===== config.mk =====
export PLATFORM = sky130hd
export DESIGN_NAME = miriscv_lsu_split
export DESIGN_NICKNAME = d
export VERILOG_FILES = /design/src/rtl/miriscv_lsu_split.sv
export SDC_FILE = /design/constraint.sdc
export NUM_CORES = 1
export LEC_CHECK = 0
export BUFFER_PORTS_ARGS = -buffer_cell sky130_fd_sc_hd__buf_2
export CAP_MARGIN = 15
export CORE_UTILIZATION = 30
export DETAILED_ROUTE_END_ITERATION = 8
export MAX_ROUTING_LAYER = met4
export PLACE_DENSITY = 0.59
export SETUP_SLACK_MARGIN = 0.15
export SYNTH_ARGS = -nofsm -noshare
export SYNTH_HDL_FRONTEND = slang
export SYNTH_SLANG_ARGS = --single-unit

===== constraint.sdc =====
create_clock -name clk_i -period 3 [get_ports clk_i]
set_input_delay 0.15 -clock clk_i [delete_from_list [all_inputs] [get_ports clk_i]]
set_output_delay 0.15 -clock clk_i [all_outputs]
set_load 0.03 [all_outputs]

===== src/rtl/miriscv_lsu_split.sv =====
// Load/store unit with a request/grant/response memory handshake.
// Misaligned halfword and word accesses can be split into two aligned word transactions.
module miriscv_lsu_split #(
  parameter bit MISALIGN_EN = 1'b1
) (
  input  logic        clk_i,
  input  logic        arstn_i,
  input  logic [31:0] lsu_addr_i,
  input  logic        lsu_we_i,
  input  logic [2:0]  lsu_size_i,
  input  logic [31:0] lsu_data_i,
  input  logic        lsu_req_i,
  output logic        lsu_stall_req_o,
  output logic [31:0] lsu_data_o,
  output logic        lsu_fault_o,
  output logic        data_req_o,
  input  logic        data_gnt_i,
  input  logic        data_rvalid_i,
  input  logic [31:0] data_rdata_i,
  output logic        data_we_o,
  output logic [3:0]  data_be_o,
  output logic [31:0] data_addr_o,
  output logic [31:0] data_wdata_o
);

  typedef enum logic [2:0] {
    IDLE  = 3'd0,
    ADDR1 = 3'd1,
    RESP1 = 3'd2,
    ADDR2 = 3'd3,
    RESP2 = 3'd4,
    DONE  = 3'd5
  } state_t;

  state_t      state_reg;
  logic [31:0] addr_reg;
  logic [31:0] wdata_reg;
  logic [31:0] lo_reg;
  logic        we_reg;
  logic [2:0]  size_reg;
  logic [3:0]  be_hi_reg;

  logic [1:0]  off_in;
  logic [3:0]  mask_in;
  logic [7:0]  ext_in;
  logic        size_ok_in;
  logic        misaligned_in;
  logic        fault_in;

  always_comb begin
    off_in = lsu_addr_i[1:0];
    case (lsu_size_i[1:0])
      2'b00:   mask_in = 4'b0001;
      2'b01:   mask_in = 4'b0011;
      default: mask_in = 4'b1111;
    endcase
    ext_in        = {4'b0000, mask_in} << off_in;
    size_ok_in    = lsu_size_i inside {3'b000, 3'b001, 3'b010, 3'b100, 3'b101};
    misaligned_in = ((lsu_size_i[1:0] == 2'b01) && off_in[0]) ||
                    ((lsu_size_i[1:0] == 2'b10) && (off_in != 2'b00));
    fault_in      = !size_ok_in || (!MISALIGN_EN && misaligned_in);
  end

  logic [1:0]  off_reg;
  logic        split_reg;
  logic [63:0] resp_cat;
  logic [31:0] resp_shift;
  logic [31:0] load_val;
  logic [5:0]  hi_shamt;
  logic [31:0] wdata_hi;

  assign off_reg   = addr_reg[1:0];
  assign split_reg = |be_hi_reg;
  assign hi_shamt  = 6'd32 - {1'b0, off_reg, 3'b000};
  assign wdata_hi  = wdata_reg >> hi_shamt;

  // In RESP1 of a non-split access the upper word is never selected, so zero is a safe filler.
  always_comb begin
    resp_cat   = (state_reg == RESP2) ? {data_rdata_i, lo_reg} : {32'h0000_0000, data_rdata_i};
    resp_shift = resp_cat[{off_reg, 3'b000} +: 32];
    case (size_reg)
      3'b000:  load_val = {{24{resp_shift[7]}}, resp_shift[7:0]};
      3'b001:  load_val = {{16{resp_shift[15]}}, resp_shift[15:0]};
      3'b100:  load_val = {24'h000000, resp_shift[7:0]};
      3'b101:  load_val = {16'h0000, resp_shift[15:0]};
      default: load_val = resp_shift;
    endcase
  end

  assign lsu_stall_req_o = lsu_req_i && (state_reg != DONE);

  always_ff @(posedge clk_i) begin
    if (arstn_i) begin
      state_reg    <= IDLE;
      addr_reg     <= '0;
      wdata_reg    <= '0;
      lo_reg       <= '0;
      we_reg       <= 1'b0;
      size_reg     <= '0;
      be_hi_reg    <= '0;
      data_req_o   <= 1'b0;
      data_we_o    <= 1'b0;
      data_be_o    <= '0;
      data_addr_o  <= '0;
      data_wdata_o <= '0;
      lsu_data_o   <= '0;
      lsu_fault_o  <= 1'b0;
    end else begin
      lsu_fault_o <= 1'b0;
      case (state_reg)
        IDLE: begin
          if (lsu_req_i) begin
            addr_reg  <= lsu_addr_i;
            we_reg    <= lsu_we_i;
            size_reg  <= lsu_size_i;
            wdata_reg <= lsu_data_i;
            be_hi_reg <= ext_in[7:4];
            if (fault_in) begin
              state_reg   <= DONE;
              lsu_fault_o <= 1'b1;
            end else begin
              state_reg    <= ADDR1;
              data_req_o   <= 1'b1;
              data_we_o    <= lsu_we_i;
              data_be_o    <= ext_in[3:0];
              data_addr_o  <= {lsu_addr_i[31:2], 2'b00};
              data_wdata_o <= lsu_data_i << {off_in, 3'b000};
            end
          end
        end
        ADDR1: begin
          if (data_gnt_i) begin
            data_req_o <= 1'b0;
            state_reg  <= RESP1;
          end
        end
        RESP1: begin
          if (data_rvalid_i) begin
            lo_reg <= data_rdata_i;
            if (split_reg) begin
              state_reg    <= ADDR2;
              data_req_o   <= 1'b1;
              data_be_o    <= be_hi_reg;
              data_addr_o  <= {addr_reg[31:2], 2'b00} + 32'd4;
              data_wdata_o <= wdata_hi;
            end else begin
              state_reg <= DONE;
              if (!we_reg) lsu_data_o <= load_val;
            end
          end
        end
        ADDR2: begin
          if (data_gnt_i) begin
            data_req_o <= 1'b0;
            state_reg  <= RESP2;
          end
        end
        RESP2: begin
          if (data_rvalid_i) begin
            state_reg <= DONE;
            if (!we_reg) lsu_data_o <= load_val;
          end
        end
        DONE:    state_reg <= IDLE;
        default: state_reg <= IDLE;
      endcase
    end
  end

endmodule


After elaboration in Yosys (flattened, before gate mapping)
Cells that the tools add are included.
Widths: inputs -> output; s select.
- add/subtract/negate cells: 2
- eq/ne operators: 22
- shifts and indexed selects: 4
- multiplexer cells: 38
- bitwise operators: 2
- reductions and logical operators: 19
- operators by type and width (operator ; number):
    $mux 32 ; 12
    $pmux 32 s2 ; 3
    $pmux 32 s4 ; 1
    $mux 64 ; 1
    $shiftx 64x6->32 ; 1
    $add 32x3->32 const B ; 1
    $shl 32x5->32 ; 1
    $shr 32x6->32 ; 1
    $mux 3 ; 7
    $mux 4 ; 4
    $ne 2x2->1 const B ; 8
    $pmux 4 s2 ; 2
    $eq 3x3->1 const B ; 5
    $pmux 3 s5 ; 1
    $reduce_and 5->1 ; 2
    $eq 3x1->1 const B ; 3
    $eq 3x2->1 const B ; 3
    $logic_not 3->1 ; 3
    $shl 4x2->8 ; 1
    $mux 1 ; 6
    $reduce_and 6->1 ; 1
    $sub 6x5->6 const A ; 1
    $reduce_bool 5->1 ; 1
    $reduce_and 2->1 ; 2
    14 further kinds ; 16
- register bits after elaboration: 210
- bits of input ports: 105
- output and inout port bits: 104
- word-level logic and storage cells: 101

Logic depth before layout (Yosys ltp)
- word-level depth: 8
- depth in mapped cells: 10
- mapped depth without buffers: 7

Worst setup path after synthesis
OpenSTA, ideal clock, no wires.
- path type: register to register
- from: reg addr_reg[0]
- to: reg data_wdata_o[10]
- data arrival time: 2309 ps
- data required time: 2868 ps
- path slack: 559 ps
- stages on the path, launching flop included: 9
- cell sequence: dfxtp_1 clkbuf_1 clkinv_1 ha_1 buf_1 clkbuf_1 o22ai_1 a221oi_1 nor3_1
- cells in the longest elaborated chain, start to end: 5
- ends and longest elaborated chain (element ; RTL line ; source):
    start, declared ; 36 ; logic [31:0] addr_reg;
    start signal, assigned ; 113 ; addr_reg <= lsu_addr_i;
    $sub 6x5->6 ; 74 ; assign hi_shamt = 6'd32 - {1'b0, off_reg, 3'b000};
    $shr 32x6->32 ; 75 ; assign wdata_hi = wdata_reg >> hi_shamt;
    $mux 32 ; 140 ; if (split_reg) begin
    $mux 32 ; 138 ; if (data_rvalid_i) begin
    $pmux 32 s2 ; 110 ; case (state_reg)
    end signal, assigned ; 127 ; data_wdata_o <= lsu_data_i << {off_in, 3'b000};
    end signal, assigned ; 145 ; data_wdata_o <= wdata_hi;
    end, declared ; 23 ; output logic [31:0] data_wdata_o
No other way between the ends. The select of a mux whose other input is x is not followed.
A chain may end at the register's enable or synchronous reset.

Final worst setup path
- from: reg state_reg[2]
- to: reg lsu_data_o[31]
- cells in the longest elaborated chain, start to end: 8
- elaborated cells on any way between the ends: 15
- those cells by class: eq/ne: 5; shift: 1; mux: 7; reduce/logical: 2
- ends and longest elaborated chain (element ; RTL line ; source):
    start, declared ; 35 ; state_t state_reg;
    start signal, assigned ; 94 ; state_reg <= IDLE;
    start signal, assigned ; 119 ; state_reg <= DONE;
    start signal, assigned ; 122 ; state_reg <= ADDR1;
    $eq 3x3->1 ; 79, 110 ;
    $mux 64 ; 79 ; resp_cat = (state_reg == RESP2) ? {data_rdata_i, lo_reg} : {32'h0000_0000, data_rdata_i};
    $shiftx 64x6->32 ; 80 ; resp_shift = resp_cat[{off_reg, 3'b000} +: 32];
    $pmux 32 s4 ; 81 ; case (size_reg)
    $mux 32 ; 148, 161 ;
    $mux 32 ; 140 ;
    $mux 32 ; 138 ;
    $pmux 32 s2 ; 110 ;
    end signal, assigned ; 148 ; if (!we_reg) lsu_data_o <= load_val;
    end signal, assigned ; 161 ; if (!we_reg) lsu_data_o <= load_val;
    end, declared ; 14 ; output logic [31:0] lsu_data_o,
Several ways; a longest one is shown, not always the timed one. The select of a mux whose other input is x is not followed.

==> flow_summary.yaml <==
final_layout:
  regArea_um2: 4148
  final_cell_count_no_fill: 2108
  fillers: 3578
  num-nets-final: 1740
  final_util_pct: 40.38
  most-common-layout-cells: "276 x nand2_1, 206 x dfxtp_1, 205 x buf_2"
  synthToLayoutAreaGrowth_pct: 31.42
  layout-drive-gt1-share_pct: 20.24
  final_common_cell: "nand2_1"
  multi_input_area_um2: 6068
clock_network:
  cts_resized: 0
  ctsHoldBuffers: 100
  cts.sinks: 207
  cts_tree: "done"
  insertion_delay_ps: 560
  ctsRootBufferMaster: "clkbuf_16"
  postCtsSetupBuffers: 0
  numCtsBuffers: 25
  htreeDepth: 1
  clock_path_buffers: 3
  clk_pin_slew_ps: 60
power:
  p_total_w: 0.008751
  cellPowerDensity_nw_per_um2: 621.2
  p_clk_share_pct: 38.8
  swShare_pct: 32.20
  leakagePower_nw: 5.492
  seq_power_share_pct: 36.5
  p_int_w: 0.005933
  power_frac_comb_pct: 24.6
  worst_ir_drop_vdd_v: 0.0004580
  power.switching_w: 0.002817
drt:
  vias: 10870
  wl_um: 35960
  drc: 0
  dr.pass1.iters: 5
  wire_per_inst_um: 17.06
  viasPerCell: 5.156
  drtIter0Drc: 701
  ant_nets: 0
worst_setup_path:
  timing.rr.end: "lsu_data_o[31]$_SDFFE_PP0P_"
  reg2reg_slack_ps: 600
  critPathMaxFanout: 17
  cp_data_required_time_ps: 3400
  critPathBufInv: 0
  cp_num_cells: 6
  cp-endpoint: "lsu_data_o[31]$_SDFFE_PP0P_"
  crit_arrival_ps: 2800
  cp_slowest_cell: "or3b_2"
  crit_family: "simple AND/OR/NAND/NOR gates"
  r2r-start: "state_reg[2]$_SDFFE_PP0P_"
  crit_path_end_kind: "flip-flop"
  critical_path_class: "reg -> reg"
  path_cells: "or3b_2, mux4_2, nand2_2, o22ai_4, nor4_1, nor3_1"
  rr_worst_depth: 6
  crit_start: "state_reg[2]$_SDFFE_PP0P_"
  cpPeakStageDelay_ps: 620
  startpoint_type: "flip-flop"
global_route:
  grt_pass1_vias: 10290
  antenna_found_initial: 3
  grtUsageTotal_pct: 19.77
  grt_pass1_wl_um: 56240
  grt_overflow: 0
  grt_max_degree: 114
timing:
  finalCritPeriodShare_pct: 80.01
  tightest_slew_ps: 891.2
  grt_setup_unrepaired: "no"
  relSlewSlack_pct: 40.37
  period_minus_slack_ps: 2400
  finClkSkew_ps: 26.83
  finalSetupViolCount: 0
  slew_viol_final: 0
  fmax_ghz: 0.4166
  finalHoldViolCount: 0
  tns_ps: 0
  worst_slack_ps: 599.7
floorplanning:
  initial_core_util_pct: 30.73
  io-pin-count: 209
  fp.dieArea_um2: 36490
  fp.coreArea_um2: 34880
  die_w_um: 191.0
  die_y_um: 191.0
  rows: 68
placed_design:
  dp_hpwl_um: 24370
  post-place-cells: 1959
  pre_cts_ws_ps: 573.1
  io_buffer_count: 206
  gp_congestion: 0.8835
yosys:
  synth.yosys.warnings: 0
  netlist_area_um2: 10720
  syn-mean-instance-area_um2: 7.728
  synth_cell_types: 49
  ys_ff_latch: 207
  syn-instance-count: 1387
  synth-seq-area-share_pct: 38.66
worst_hold_path:
  min_path_type: "in -> reg"
job:
  drv_cap: 0
run_status:
  status: "finished, final reports clean"
-- synthesized netlist by cell type (all sizes together) --
cell     number  share of area [%]
nand2b        7               0.41
mux2i        50                4.7
xor2         20                1.6
o211a         1              0.093
clkbuf      103                3.6
o21ai        65                3.0
nand2       279                9.8
o311a         1              0.093
a221oi       33                2.7
a31o          1              0.082
mux4         15                3.2
xnor2         9               0.74
or3b          1              0.082
o221ai        4               0.33
o2bb2ai       1              0.082
a211oi       51                3.6
mux2         31                3.3
and3          6               0.35
a21o          1              0.070
nor4          9               0.53
nor2        131                4.6
o211ai        5               0.35
nand4b        1              0.082
o21a          2               0.14
nand3        21               0.98
conb          1              0.035
a31oi         2               0.12
buf          18               0.91
nor3b         6               0.42
a2111oi       1              0.082
nor2b        21                1.2
a21oi       153                7.1
clkinv        2              0.070
and2          4               0.23
ha            2               0.23
o311ai        1              0.082
a311oi        5               0.41
inv           7               0.25
nor3         78                3.6
dfxtp       207                 39
a21boi        1              0.070
nand4         8               0.47
o22ai        16                1.1
and4          6               0.49
-- layer usage --
metal | track usage, % | routed length, µm | vias to the layer above
li1 | - | - | 5383
met1 | 25.49 | 15610 | 5024
met2 | 30.50 | 16270 | 379
met3 | 3.451 | 2693 | 82
met4 | 7.877 | 1388 | 0
met5 | - | 0 | -
-- power by group through the flow --
stage,Clock [W],Sequential [W],Combinational [W]
detailed placement,0,0.00325,0.00205
finish,0.00340,0.00320,0.00215
floorplan,0,0.00348,0.00118
global placement,0,0.00325,0.00203
global route,0.00359,0.00323,0.00236
CTS,0.00346,0.00320,0.00216
-- final cells by class --
type | instances | area share, %
Timing Repair Buffer | 339 | 16.64
Clock buffer | 33 | 4.938
Inverter | 9 | 0.2398
Sequential cell | 207 | 29.44
Tap cell | 455 | 4.041
Antenna cell | 3 | 0.05329
Clock inverter | 11 | 1.563
Multi-Input combinational cell | 1051 | 43.08
-- logic make-up (layout without fill, tap and decap cells) --
logic type                 Yosys count  in the layout  share of synthesized area (%)
AOI/OAI and AO/OA                  344            344                          19.51
xor gates and xnor gates            29             29                          2.370
adders and majority gates            2              2                         0.2334
buffers and inverters              130            392                          4.833
DFF                                207            207                          38.66
muxes                               96             96                          11.08
other                                1              5                        0.03498
and+or+nand+nor                    578            578                          23.29
-- worst min path at each step --
| stage | slack (ps) | to | start | cells past startpoint |
|---|---|---|---|---|
| 3_5_place_dp | 410 | wdata_reg[28]$_SDFFE_PP0P_ | lsu_data_i[28] | 3 |
| 6_report | 70 | state_reg[1]$_SDFFE_PP0P_ | data_rvalid_i | 4 |
| 5_1_grt | 80 | state_reg[1]$_SDFFE_PP0P_ | data_rvalid_i | 4 |
| 3_3_place_gp | 400 | wdata_reg[28]$_SDFFE_PP0P_ | lsu_data_i[28] | 3 |
| 2_1_floorplan | 270 | data_req_o$_SDFFE_PP0P_ | data_gnt_i | 1 |
| 4_1_cts | 50 | state_reg[1]$_SDFFE_PP0P_ | data_rvalid_i | 4 |
-- stage by stage --
stage                     hold WS [ps]  instance area (µm²)
final                            66.01                14090
after global routing             81.64                14090
after global placement           401.8                12130
after CTS                        46.87                14060
after detailed placement         407.9                12150
after floorplan                  268.7                10720
-- tightest hold or removal path: cells and delay by family --
family                 cells  cell delay (ps)
AO/OA/AOI/OAI              2              200
buffers and inverters      1              170
AND/OR/NAND/NOR            1               50
(Power assumes the default switching activity.)
